===== src/rtl/rv_mem_arbiter.sv =====
// ============================================================================
// rv_mem_arbiter : shares one single-port memory among loader, data and fetch
// Revision       : 1.0 - initial release
// ============================================================================
`default_nettype none

module rv_mem_arbiter #(
  parameter int ADDR_W     = 32,
  parameter int DATA_W     = 32,
  parameter int STARVE_LIM = 4
) (
  input  logic                clk,
  input  logic                rst_n,

  input  logic                ld_req,
  input  logic                ld_we,
  input  logic [ADDR_W-1:0]   ld_addr,
  input  logic [DATA_W-1:0]   ld_wdata,
  input  logic [DATA_W/8-1:0] ld_wstrb,
  output logic                ld_gnt,
  output logic                ld_rvalid,
  output logic [DATA_W-1:0]   ld_rdata,

  input  logic                dt_req,
  input  logic                dt_we,
  input  logic [ADDR_W-1:0]   dt_addr,
  input  logic [DATA_W-1:0]   dt_wdata,
  input  logic [DATA_W/8-1:0] dt_wstrb,
  output logic                dt_gnt,
  output logic                dt_rvalid,
  output logic [DATA_W-1:0]   dt_rdata,

  input  logic                if_req,
  input  logic [ADDR_W-1:0]   if_addr,
  output logic                if_gnt,
  output logic                if_rvalid,
  output logic [DATA_W-1:0]   if_rdata,

  output logic                mem_en,
  output logic                mem_we,
  output logic [ADDR_W-1:0]   mem_addr,
  output logic [DATA_W-1:0]   mem_wdata,
  output logic [DATA_W/8-1:0] mem_wstrb,
  input  logic [DATA_W-1:0]   mem_rdata,

  output logic                core_stall
);

  localparam int          STRB_W = DATA_W / 8;
  localparam logic [3:0]  LIM    = 4'(STARVE_LIM);

  typedef enum logic [1:0] {
    OWN_NONE = 2'd0,
    OWN_LD   = 2'd1,
    OWN_DT   = 2'd2,
    OWN_IF   = 2'd3
  } own_e;

  own_e       rd_own_q, rd_own_d;
  logic [3:0] wait_cnt_q, wait_cnt_d;

  logic starved;
  logic sel_ld, sel_dt, sel_if;

  // Grant decision; every grant is masked while reset is held low.
  always_comb begin
    starved = (wait_cnt_q == LIM) && if_req;
    sel_ld  = rst_n && ld_req;
    sel_if  = rst_n && !ld_req && if_req && (starved || !dt_req);
    sel_dt  = rst_n && !ld_req && dt_req && !starved;
  end

  assign ld_gnt     = sel_ld;
  assign dt_gnt     = sel_dt;
  assign if_gnt     = sel_if;
  assign mem_en     = sel_ld | sel_dt | sel_if;
  assign core_stall = rst_n & if_req & ~sel_if;

  always_comb begin
    mem_we    = 1'b0;
    mem_addr  = '0;
    mem_wdata = '0;
    mem_wstrb = '0;
    if (sel_ld) begin
      mem_we    = ld_we;
      mem_addr  = ld_addr;
      mem_wdata = ld_wdata;
      mem_wstrb = ld_wstrb;
    end else if (sel_dt) begin
      mem_we    = dt_we;
      mem_addr  = dt_addr;
      mem_wdata = dt_wdata;
      mem_wstrb = dt_wstrb;
    end else if (sel_if) begin
      mem_addr  = if_addr;
    end
  end

  always_comb begin
    rd_own_d = OWN_NONE;
    if (sel_ld && !ld_we) begin
      rd_own_d = OWN_LD;
    end else if (sel_dt && !dt_we) begin
      rd_own_d = OWN_DT;
    end else if (sel_if) begin
      rd_own_d = OWN_IF;
    end
  end

  // Counter freezes during loader ownership so a burst does not age fetch.
  always_comb begin
    wait_cnt_d = wait_cnt_q;
    if (!sel_ld) begin
      if (!if_req || sel_if) begin
        wait_cnt_d = 4'd0;
      end else if (sel_dt && (wait_cnt_q != LIM)) begin
        wait_cnt_d = wait_cnt_q + 4'd1;
      end
    end
  end

  always_ff @(posedge clk) begin
    if (!rst_n) begin
      rd_own_q   <= OWN_NONE;
      wait_cnt_q <= 4'd0;
    end else begin
      rd_own_q   <= rd_own_d;
      wait_cnt_q <= wait_cnt_d;
    end
  end

  always_comb begin
    ld_rvalid = 1'b0;
    dt_rvalid = 1'b0;
    if_rvalid = 1'b0;
    ld_rdata  = '0;
    dt_rdata  = '0;
    if_rdata  = '0;
    if (rst_n) begin
      case (rd_own_q)
        OWN_LD: begin
          ld_rvalid = 1'b1;
          ld_rdata  = mem_rdata;
        end
        OWN_DT: begin
          dt_rvalid = 1'b1;
          dt_rdata  = mem_rdata;
        end
        OWN_IF: begin
          if_rvalid = 1'b1;
          if_rdata  = mem_rdata;
        end
        default: ;
      endcase
    end
  end

  logic unused_ok;
  assign unused_ok = (STRB_W == 0);

endmodule

`default_nettype wire


===== config.mk =====
export PLATFORM = sky130hd
export DESIGN_NAME = rv_mem_arbiter
export DESIGN_NICKNAME = d
export VERILOG_FILES = /design/src/rtl/rv_mem_arbiter.sv
export SDC_FILE = /design/constraint.sdc
export NUM_CORES = 1
export LEC_CHECK = 0
export CORE_AREA = 2 2 146 148
export CTS_BUF_LIST = sky130_fd_sc_hd__clkbuf_4 sky130_fd_sc_hd__clkbuf_8
export CTS_CLUSTER_DIAMETER = 200
export DETAILED_ROUTE_END_ITERATION = 10
export DIE_AREA = 0 0 148 150
export SLEW_MARGIN = 20
export SYNTH_ARGS = -nofsm -noshare
export SYNTH_HDL_FRONTEND = slang
export SYNTH_SLANG_ARGS = --single-unit

===== constraint.sdc =====
create_clock -name clk -period 2.2 [get_ports clk]
set_input_delay 0.55 -clock clk [delete_from_list [all_inputs] [get_ports clk]]
set_output_delay 0.55 -clock clk [all_outputs]
set_load 0.05 [all_outputs]

==> out/metrics.cfg <==
[timing]
setup_viol = 70
hold_violations = 0
maxSlewViolCount = 0
rsz0062_at_grt = yes
timing.hold.ws_ns = 0.553
fmax_mhz = 421
timing.final.ws_setup_ns = -0.174
max_slew.worst_pin.slew_ns = 0.357
fin_skew_ns = 0.00176
min_period_ns = 2.37
max_slew_margin_pct = 76.1
period_share_pct = 108

[cells_and_area]
final_cell_mix = clkdlybuf4s50_1, buf_12, and2_1, nand3_1, nor2_2
diodes = 0
n_fill_cell = 1844
final_common_cell = clkdlybuf4s50_1
layout.nets = 1048
area_growth_pct = 249
drive_above_1_share_pct = 47.0

[critical_path]
critPathRequiredTime_ns = 1.65
timing.rr.start = wait_cnt_q[1]
rr_endpoint = rd_own_q[0]
path_class = input pin to output pin
worst-path-max-fanout = 7
endpoint = mem_addr[7]
critical_path_arrival_ns = 1.82
rrSetupSlack_ns = 0.75
r2r_cells = 7
endpoint_kind = output pin
cp-startpoint = dt_req
start_kind = input pin

[global_route]
first_global_vias = 5057
grt.overflow.total = 0
grt_max_degree = 35
antenna_found_initial = 0
grt.total_usage_pct = 16.9
grt_pass1_wl_mm = 29.4

[synth]
yosysWarnings = 0
synth_area_per_cell_um2 = 6.60
yosysSeqAreaShare_pct = 4.14
syn-num-nets = 649
netlist_instances = 440
synth_cell_types = 34
synth_seq_cells = 6
synth_area_um2 = 2900

[power]
comb_power_share_pct = 86.5
intPower_mw = 1.21
power_frac_seq_pct = 5.4
switching_share_pct = 43.1
p_switching_mw = 0.917
ir_drop_mv = 0.129
clkPwrFrac_pct = 8.1
powerDensity_nw_per_um2 = 210
leakagePower_nw = 3.81

[place]
io_buffer_count = 379
preCtsSetupSlack_ns = -0.613
place_hpwl_mm = 15.4
gp_congestion = 0.846

[cts]
cts_sinks = 6
cts_buffers = 3
clockRootBuffer = clkbuf_8
cts_tree = yes
clockBufferDepth = 2
insertion_delay_ns = 0.23
htreeDepth = 1
ctsHoldBuffers = 0
clk_pin_slew_ns = 0.04

[status]
run_status = complete, but fails checks
failed_checks = setup timing

[die]
dieHeight_um = 150
fp.coreArea_um2 = 20700
rows = 53
die_width_um = 148
start_util_pct = 14.0
io_pins = 380
dieArea_um2 = 22200

[hold_path]
hp-class = register to register

[drt]
drt-vias-per-instance = 4.56
drt_iter0_drc = 183
drtAntennaViolNets = 0
route.detailed.drc = 0
vias = 5067
firstDrtPassIters = 4
post_drt_wl_per_cell_um = 19.1
postRouteWirelength_mm = 21.2

[job]
drv_cap = 0

## worst max-delay path, cell delays in order
cell      delay (ns)
buf_8           0.10
buf_6           0.11
nor2b_4         0.18
buf_12          0.15
buf_16          0.13
a22oi_1         0.08
o211ai_1        0.33
buf_12          0.19
## per-layer routing
| metal | wire (um) | vias to the layer above | GRT usage, % |
|---|---|---|---|
| met3 | 1820 | 12 | 4.09 |
| met1 | 7630 | 2376 | 18.6 |
| met4 | 184 | 0 | 4.00 |
| met5 | 0 | - | 0 |
| li1 | - | 2411 | - |
| met2 | 11600 | 268 | 32.4 |
## what timing repair did
item | 4_1_cts | 5_1_grt
pin swaps | 16 | 61
cloned | 6 | 8
resized for setup | 60 | 81
buffers inserted | 6 | 8
setup endpoints to repair | 173 | 71
## registers in the layout (all words and copies together), names as in the netlist
register and flops:
rd_own_q 2, wait_cnt_q 4
## final cells by class
| class | instances | area, um2 | share of cell area, % |
|---|---|---|---|
| clock buffers | 3 | 41.3 | 0.408 |
| inverters | 6 | 23.8 | 0.235 |
| multi-input cells | 370 | 3010 | 29.8 |
| flip-flops and latches | 6 | 123 | 1.21 |
| well taps | 275 | 344 | 3.40 |
| repair buffers | 452 | 6580 | 65.0 |
## cells in the mapped netlist
cell type / count / share of area [%]
and2_1: 96 / 21
nand3_1: 67 / 12
nor2_1: 42 / 5.4
a32oi_1: 38 / 11
a22oi_1: 33 / 8.5
nor2b_1: 33 / 7.1
buf_2: 26 / 4.5
o211ai_1: 21 / 5.4
buf_4: 14 / 3.6
o211ai_2: 11 / 4.7
clkbuf_1: 9 / 1.2
buf_6: 7 / 2.7
nand2_1: 7 / 0.91
dfxtp_1: 6 / 4.1
inv_1: 4 / 0.52
o21ai_1: 3 / 0.52
and3_1: 2 / 0.43
and3b_1: 2 / 0.60
buf_1: 2 / 0.26
ha_1: 2 / 0.86
inv_2: 2 / 0.26
a21oi_1: 1 / 0.17
and4_1: 1 / 0.30
and4b_1: 1 / 0.34
nand3_2: 1 / 0.34
nand3b_1: 1 / 0.26
nand4b_1: 1 / 0.30
nand4b_4: 1 / 0.82
nor2_2: 1 / 0.22
nor2b_4: 1 / 0.47
nor3_1: 1 / 0.17
o21ai_0: 1 / 0.17
o31ai_2: 1 / 0.43
o41ai_2: 1 / 0.56
## how the worst min path moves through the flow
stage	cells after the start	slack, ns	end	start
final	2	0.55	wait_cnt_q[0]	wait_cnt_q[0]
after global routing	2	0.58	wait_cnt_q[0]	wait_cnt_q[0]
after CTS	2	0.55	wait_cnt_q[0]	wait_cnt_q[0]
after detailed placement	2	0.56	wait_cnt_q[0]	wait_cnt_q[0]
after global placement	2	0.55	wait_cnt_q[0]	wait_cnt_q[0]
after floorplan	2	0.47	wait_cnt_q[1]	wait_cnt_q[1]
## stage by stage
step / total power [mW] / cells / util [%] / TNS (ns) / cell area, um2
final: 2.13 / 1112 / 48.9 / -4.03 / 10100
after global routing: 2.22 / 1112 / 48.9 / -8.58 / 10100
after CTS: 2.09 / 1097 / 45.9 / -5.24 / 9500
after detailed placement: 1.84 / 1083 / 43.6 / -63.16 / 9010
after global placement: 1.83 / 1083 / 43.6 / -61.07 / 9010
after floorplan: 0.836 / 440 / - / -4.31 / 3080
## power by group through the flow
stage | Clock [mW] | Combinational (mW) | Sequential (mW)
floorplan | 0 | 0.720 | 0.116
global placement | 0 | 1.71 | 0.116
detailed placement | 0 | 1.72 | 0.116
CTS | 0.177 | 1.79 | 0.115
global route | 0.181 | 1.92 | 0.115
finish | 0.172 | 1.84 | 0.115
## cells by family after synthesis
kind of cell	Yosys count	synth area share [%]
compound gates	110	32.0
fa+ha+maj	2	0.862
buf+inv	64	13.0
flops	6	4.14
simple gates	258	50.0
(Power assumes the default switching activity.)
